## config.mk

```make
export PLATFORM = sky130hd
export DESIGN_NAME = pulse_stretcher
export DESIGN_NICKNAME = d
export VERILOG_FILES = /design/src/rtl/pulse_stretcher_pkg.sv /design/src/rtl/pulse_stretcher_event_counter.sv /design/src/rtl/pulse_stretcher.sv
export SDC_FILE = /design/constraint.sdc
export NUM_CORES = 1
export LEC_CHECK = 0
export ABC_AREA = 1
export CAP_MARGIN = 20
export CORE_AREA = 5 5 42 44
export DETAILED_ROUTE_END_ITERATION = 12
export DIE_AREA = 0 0 47 49
export GPL_TIMING_DRIVEN = 0
export MAX_ROUTING_LAYER = met4
export PLACE_DENSITY_LB_ADDON = 0.08
export SYNTH_ARGS = -nofsm -noshare
export SYNTH_HDL_FRONTEND = slang
export SYNTH_SLANG_ARGS = --single-unit
```

## constraint.sdc

```tcl
create_clock -name clk_in -period 1.5 [get_ports clk_in]
set_input_delay 0.15 -clock clk_in [delete_from_list [all_inputs] [get_ports clk_in]]
set_output_delay 0.15 -clock clk_in [all_outputs]
set_load 0.03 [all_outputs]
```

## src/rtl/pulse_stretcher_pkg.sv

```systemverilog
// Shared types and helpers for the pulse stretcher.
package pulse_stretcher_pkg;

    typedef enum logic [1:0] {
        IDLE = 2'd0,
        ON   = 2'd1,
        OFF  = 2'd2
    } state_t;

    // Width of a down-counter that must hold the longer of the two phase lengths.
    function automatic int unsigned cnt_width(input int unsigned on_cycles,
                                              input int unsigned off_cycles);
        int unsigned longest;
        longest = (on_cycles > off_cycles) ? on_cycles : off_cycles;
        return $clog2(longest + 1);
    endfunction

endpackage

```

## src/rtl/pulse_stretcher_event_counter.sv

```systemverilog
// Saturating up/down count of deferred events, with synchronous flush and registered full flag.
module pulse_event_counter #(
    parameter int unsigned DEPTH = 4,
    parameter int unsigned W     = $clog2(DEPTH + 1)
) (
    input  logic         clk_i,
    input  logic         rst_n_i,
    input  logic         flush_i,
    input  logic         inc_i,
    input  logic         dec_i,
    output logic [W-1:0] count_o,
    output logic         full_o
);

    logic [W-1:0] count_q, count_d;
    logic         full_q;

    // Simultaneous inc and dec cancel out; flush wins over everything.
    always_comb begin
        count_d = count_q;
        if (flush_i) begin
            count_d = '0;
        end else if (inc_i && !dec_i && (count_q != W'(DEPTH))) begin
            count_d = count_q + W'(1);
        end else if (dec_i && !inc_i && (count_q != '0)) begin
            count_d = count_q - W'(1);
        end
    end

    always_ff @(posedge clk_i or negedge rst_n_i) begin
        if (!rst_n_i) begin
            count_q <= '0;
            full_q  <= 1'b0;
        end else begin
            count_q <= count_d;
            full_q  <= (count_d == W'(DEPTH));
        end
    end

    assign count_o = count_q;
    assign full_o  = full_q;

endmodule

```

## src/rtl/pulse_stretcher.sv

```systemverilog
// Stretches single-cycle events into ON_CYCLES-high / OFF_CYCLES-low pulses.
// Define PULSE_STRETCHER_QUEUE_EN to defer events arriving mid-pulse instead of dropping them.
module pulse_stretcher
    import pulse_stretcher_pkg::*;
#(
    parameter int unsigned ON_CYCLES   = 16,
    parameter int unsigned OFF_CYCLES  = 16,
    parameter int unsigned QUEUE_DEPTH = 4,
    parameter int unsigned PEND_BITS   = $clog2(QUEUE_DEPTH + 1)
) (
    input  logic                 clk_in,
    input  logic                 rst_n_in,
    input  logic                 event_in,
    input  logic                 enable_in,
    output logic                 signal_out,
    output logic                 busy_out,
    output logic                 overflow_out,
    output logic [PEND_BITS-1:0] pending_out
);

    localparam int unsigned CNT_W = cnt_width(ON_CYCLES, OFF_CYCLES);

    state_t               state_q, state_d;
    logic [CNT_W-1:0]     cnt_q, cnt_d;
    logic                 signal_q, busy_q, ovf_q;
    logic                 accept_c, last_c, off_end_c, active_c;
    logic                 restart_c, ovf_c;
    logic                 queue_full_c, pend_avail_c;
    logic [PEND_BITS-1:0] pending_c;

    assign accept_c  = event_in & enable_in;
    assign last_c    = (cnt_q == '0);
    assign active_c  = (state_q != IDLE);
    assign off_end_c = (state_q == OFF) && last_c;

`ifdef PULSE_STRETCHER_QUEUE_EN
    localparam bit QUEUE_EN = 1'b1;

    logic inc_c, dec_c;

    // On the final OFF cycle an incoming event and a consumed entry cancel.
    assign inc_c = accept_c && active_c && (off_end_c || !queue_full_c);
    assign dec_c = off_end_c && restart_c;

    pulse_event_counter #(
        .DEPTH (QUEUE_DEPTH),
        .W     (PEND_BITS)
    ) u_pending (
        .clk_i   (clk_in),
        .rst_n_i (rst_n_in),
        .flush_i (!enable_in),
        .inc_i   (inc_c),
        .dec_i   (dec_c),
        .count_o (pending_c),
        .full_o  (queue_full_c)
    );

    assign pend_avail_c = enable_in && (pending_c != '0);
`else
    localparam bit QUEUE_EN = 1'b0;

    assign pending_c    = '0;
    assign queue_full_c = 1'b1;
    assign pend_avail_c = 1'b0;
`endif

    assign restart_c = pend_avail_c || (QUEUE_EN && accept_c);
    assign ovf_c     = accept_c && active_c && !(QUEUE_EN && (off_end_c || !queue_full_c));

    // Phase sequencing: each phase counts down from its length minus one.
    always_comb begin
        state_d = state_q;
        cnt_d   = cnt_q;
        case (state_q)
            IDLE: begin
                if (accept_c) begin
                    state_d = ON;
                    cnt_d   = CNT_W'(ON_CYCLES - 1);
                end
            end
            ON: begin
                if (last_c) begin
                    state_d = OFF;
                    cnt_d   = CNT_W'(OFF_CYCLES - 1);
                end else begin
                    cnt_d = cnt_q - CNT_W'(1);
                end
            end
            OFF: begin
                if (last_c) begin
                    if (restart_c) begin
                        state_d = ON;
                        cnt_d   = CNT_W'(ON_CYCLES - 1);
                    end else begin
                        state_d = IDLE;
                    end
                end else begin
                    cnt_d = cnt_q - CNT_W'(1);
                end
            end
            default: begin
                state_d = IDLE;
                cnt_d   = '0;
            end
        endcase
    end

    always_ff @(posedge clk_in or negedge rst_n_in) begin
        if (!rst_n_in) begin
            state_q  <= IDLE;
            cnt_q    <= '0;
            signal_q <= 1'b0;
            busy_q   <= 1'b0;
            ovf_q    <= 1'b0;
        end else begin
            state_q  <= state_d;
            cnt_q    <= cnt_d;
            signal_q <= (state_d == ON);
            busy_q   <= (state_d != IDLE);
            ovf_q    <= ovf_c;
        end
    end

    assign signal_out   = signal_q;
    assign busy_out     = busy_q;
    assign overflow_out = ovf_q;
    assign pending_out  = pending_c;

endmodule
```

==> qor.yml <==
vias: 465
dpl.hpwl_um: 892
outcome: "finished, final reports clean"
cp.buffers_inverters: 1
cp-startpoint: "busy_out"
peakVddDrop_mv: 0.843
critPathSlowestCell: "clkdlybuf4s50_1"
start_util_pct: 40.4
worst-setup-path-type: "flip-flop to output port"
drv_cap: 0
ys_async_sr_fraction_pct: 100
synthCells: 78
cp.required_ps: 1350
clk_latency_ps: 260
first_pass_iters: 4
root_buffer: "clkbuf_4"
synth_edf_count: 0
grtUsageTotal_pct: 12.2
grt_max_degree: 11
diodes: 0
sw_frac_of_total_pct: 47.1
ys_ff_latch: 10
drt_wl_total_um: 1150
overflow: 0
cts.clk_slew.worst_paths_ps: 60
power.share.combinational_pct: 53.6
fin_setup_tns_ps: 0
viasPerCell: 4.43
start_kind: "flip-flop"
area_growth_syn_to_layout_pct: 19.4
report.final.slew_viol_count: 0
drt_iter0_markers: 5
synth_commonest_cells: "nand2_1 (24), inv_1 (11), dfrtp_1 (10), nor2_1 (9), nand3_1 (5)"
r2r_start: "cnt_q[0]"
numCtsBuffers: 3
synth_top_area_cell: "dfrtp_1"
final.min_clock_period_ps: 1410
critPathArrivalTime_ps: 1260
fin_crit_sh_pct: 94.1
synth.yosys.warnings: 0
synth.area.top_cells: "dfrtp_1 (44%), nand2_1 (16%), inv_1 (7.3%)"
h-tree-depth: 1
hold_class: "input port to async pin"
postSynthAreaPerCell_um2: 7.27
num_rows: 14
slowest_delay_ps: 670
r2r_slack_ps: 130
p_leak_uw: 0.000374
clockPowerShare_pct: 12.4
wl_per_cell_um: 11.0
p_int_uw: 769
pwr-share-seq_pct: 34.0
gp_routability_congestion: 0.789
postCtsHoldBufs: 0
hold_slack_ps: 204
antenna_found_initial: 0
max_freq_mhz: 709
drc: 0
die_area_um2: 2300
timing.rr.end: "cnt_q[3]"
p_sw_uw: 686
final_nets: 96
io_pins: 10
cts_setup_buffers: 0
drive_above_1_share_pct: 13.5
synth_top_area_share_pct: 44.2
crit_path_max_fanout: 1
chipWidth_um: 47
grt_pass1_wl_um: 1930
reg2regPathDepth: 8
clockBufferDepth: 2
ant_nets: 0
syn_area_um2: 567
ys_seq_area_share_pct: 44.2
cts_tree: "done"
die-height_um: 49
fin_skew_ps: 3.84
path_cells: "clkdlybuf4s50_1"
hold_viol: 0
rsz0062_at_grt: "no"
final-setup-viol-count: 0
path_delay_family: "buffers and inverters"
portBuffers: 6
nFillCells: 154
netlist-cell-type-count: 16
yosysMostFrequentCell: "nand2_1"
core_area_um2: 1400
ys.flop_type: "dfrtp_1"
cp-end-kind: "output port"
clkSinkCount: 10
cts_resized: 0
grt_pass1_vias: 448
power_density_nw_per_um2: 2150
## cell type report
type / instances / area (um2) / area share [%]
multi-input cells: 53 / 246 / 36.4
flip-flops and latches: 10 / 250 / 37.0
plain buffers: 3 / 22.5 / 3.33
repair buffers: 6 / 60.1 / 8.87
clock buffers: 3 / 22.5 / 3.33
well taps: 16 / 20.0 / 2.96
inverters: 14 / 55.1 / 8.13
## power groups by stage
stage,Clock (uW),Sequential (uW),Combinational [uW]
2_1_floorplan,0,539,526
3_3_place_gp,0,497,758
3_5_place_dp,0,501,777
4_1_cts,186,497,790
5_1_grt,197,513,890
6_report,180,495,779
## metal layers
layer | vias to the layer above | track usage (%) | routed length, um
met5 | - | - | 0
met4 | 0 | 5.53 | 15
met3 | 2 | 5.54 | 45
met2 | 7 | 18.8 | 576
met1 | 202 | 13.0 | 515
li1 | 254 | - | -
## flip-flops by register name (all words and copies together), names as in the netlist
| signal | cells |
|---|---|
| cnt_q | 5 |
| busy_out | 1 |
| overflow_out | 1 |
| signal_out | 1 |
| state_q | 2 |
## stage by stage
step                      cells  power [uW]  worst slack, ps  util (%)  instance area [um2]
after floorplan              80        1070              284         -                  574
after global placement      102        1260              157      46.7                  654
after detailed placement    102        1280              136      46.7                  654
after CTS                   105        1470             58.7      48.3                  677
after global routing        105        1600             1.80      48.3                  677
final                       105        1450             89.1      48.3                  677
## cell families after synthesis
group / Yosys count / share of synthesized area [%]
AO/OA/AOI/OAI: 7 / 6.18
adder cells (fa/ha/maj): 1 / 2.21
buffers and inverters: 17 / 13.7
flip-flops: 10 / 44.2
other: 1 / 0.662
AND/OR/NAND/NOR: 42 / 33.1
## layout by cell type (no fill, tap or decap), drive strengths merged, types with 3 or more instances in the layout
cell / Yosys / final
o21ai: 6 / 6
nand3: 6 / 6
inv: 14 / 14
nor2: 11 / 11
nand2: 24 / 24
conb: 1 / 3
clkbuf: 0 / 3
clkdlybuf4s50: 0 / 6
buf: 3 / 3
dfrtp: 10 / 10
## worst max-delay path by stage
stage / end / slack (ps) / cells past startpoint
4_1_cts: busy_out / 60 / 1
2_1_floorplan: cnt_q[0] / 280 / 8
3_5_place_dp: cnt_q[3] / 140 / 8
5_1_grt: cnt_q[0] / 2 / 7
6_report: busy_out / 90 / 1
3_3_place_gp: cnt_q[0] / 160 / 8
(Power assumes the default switching activity.)
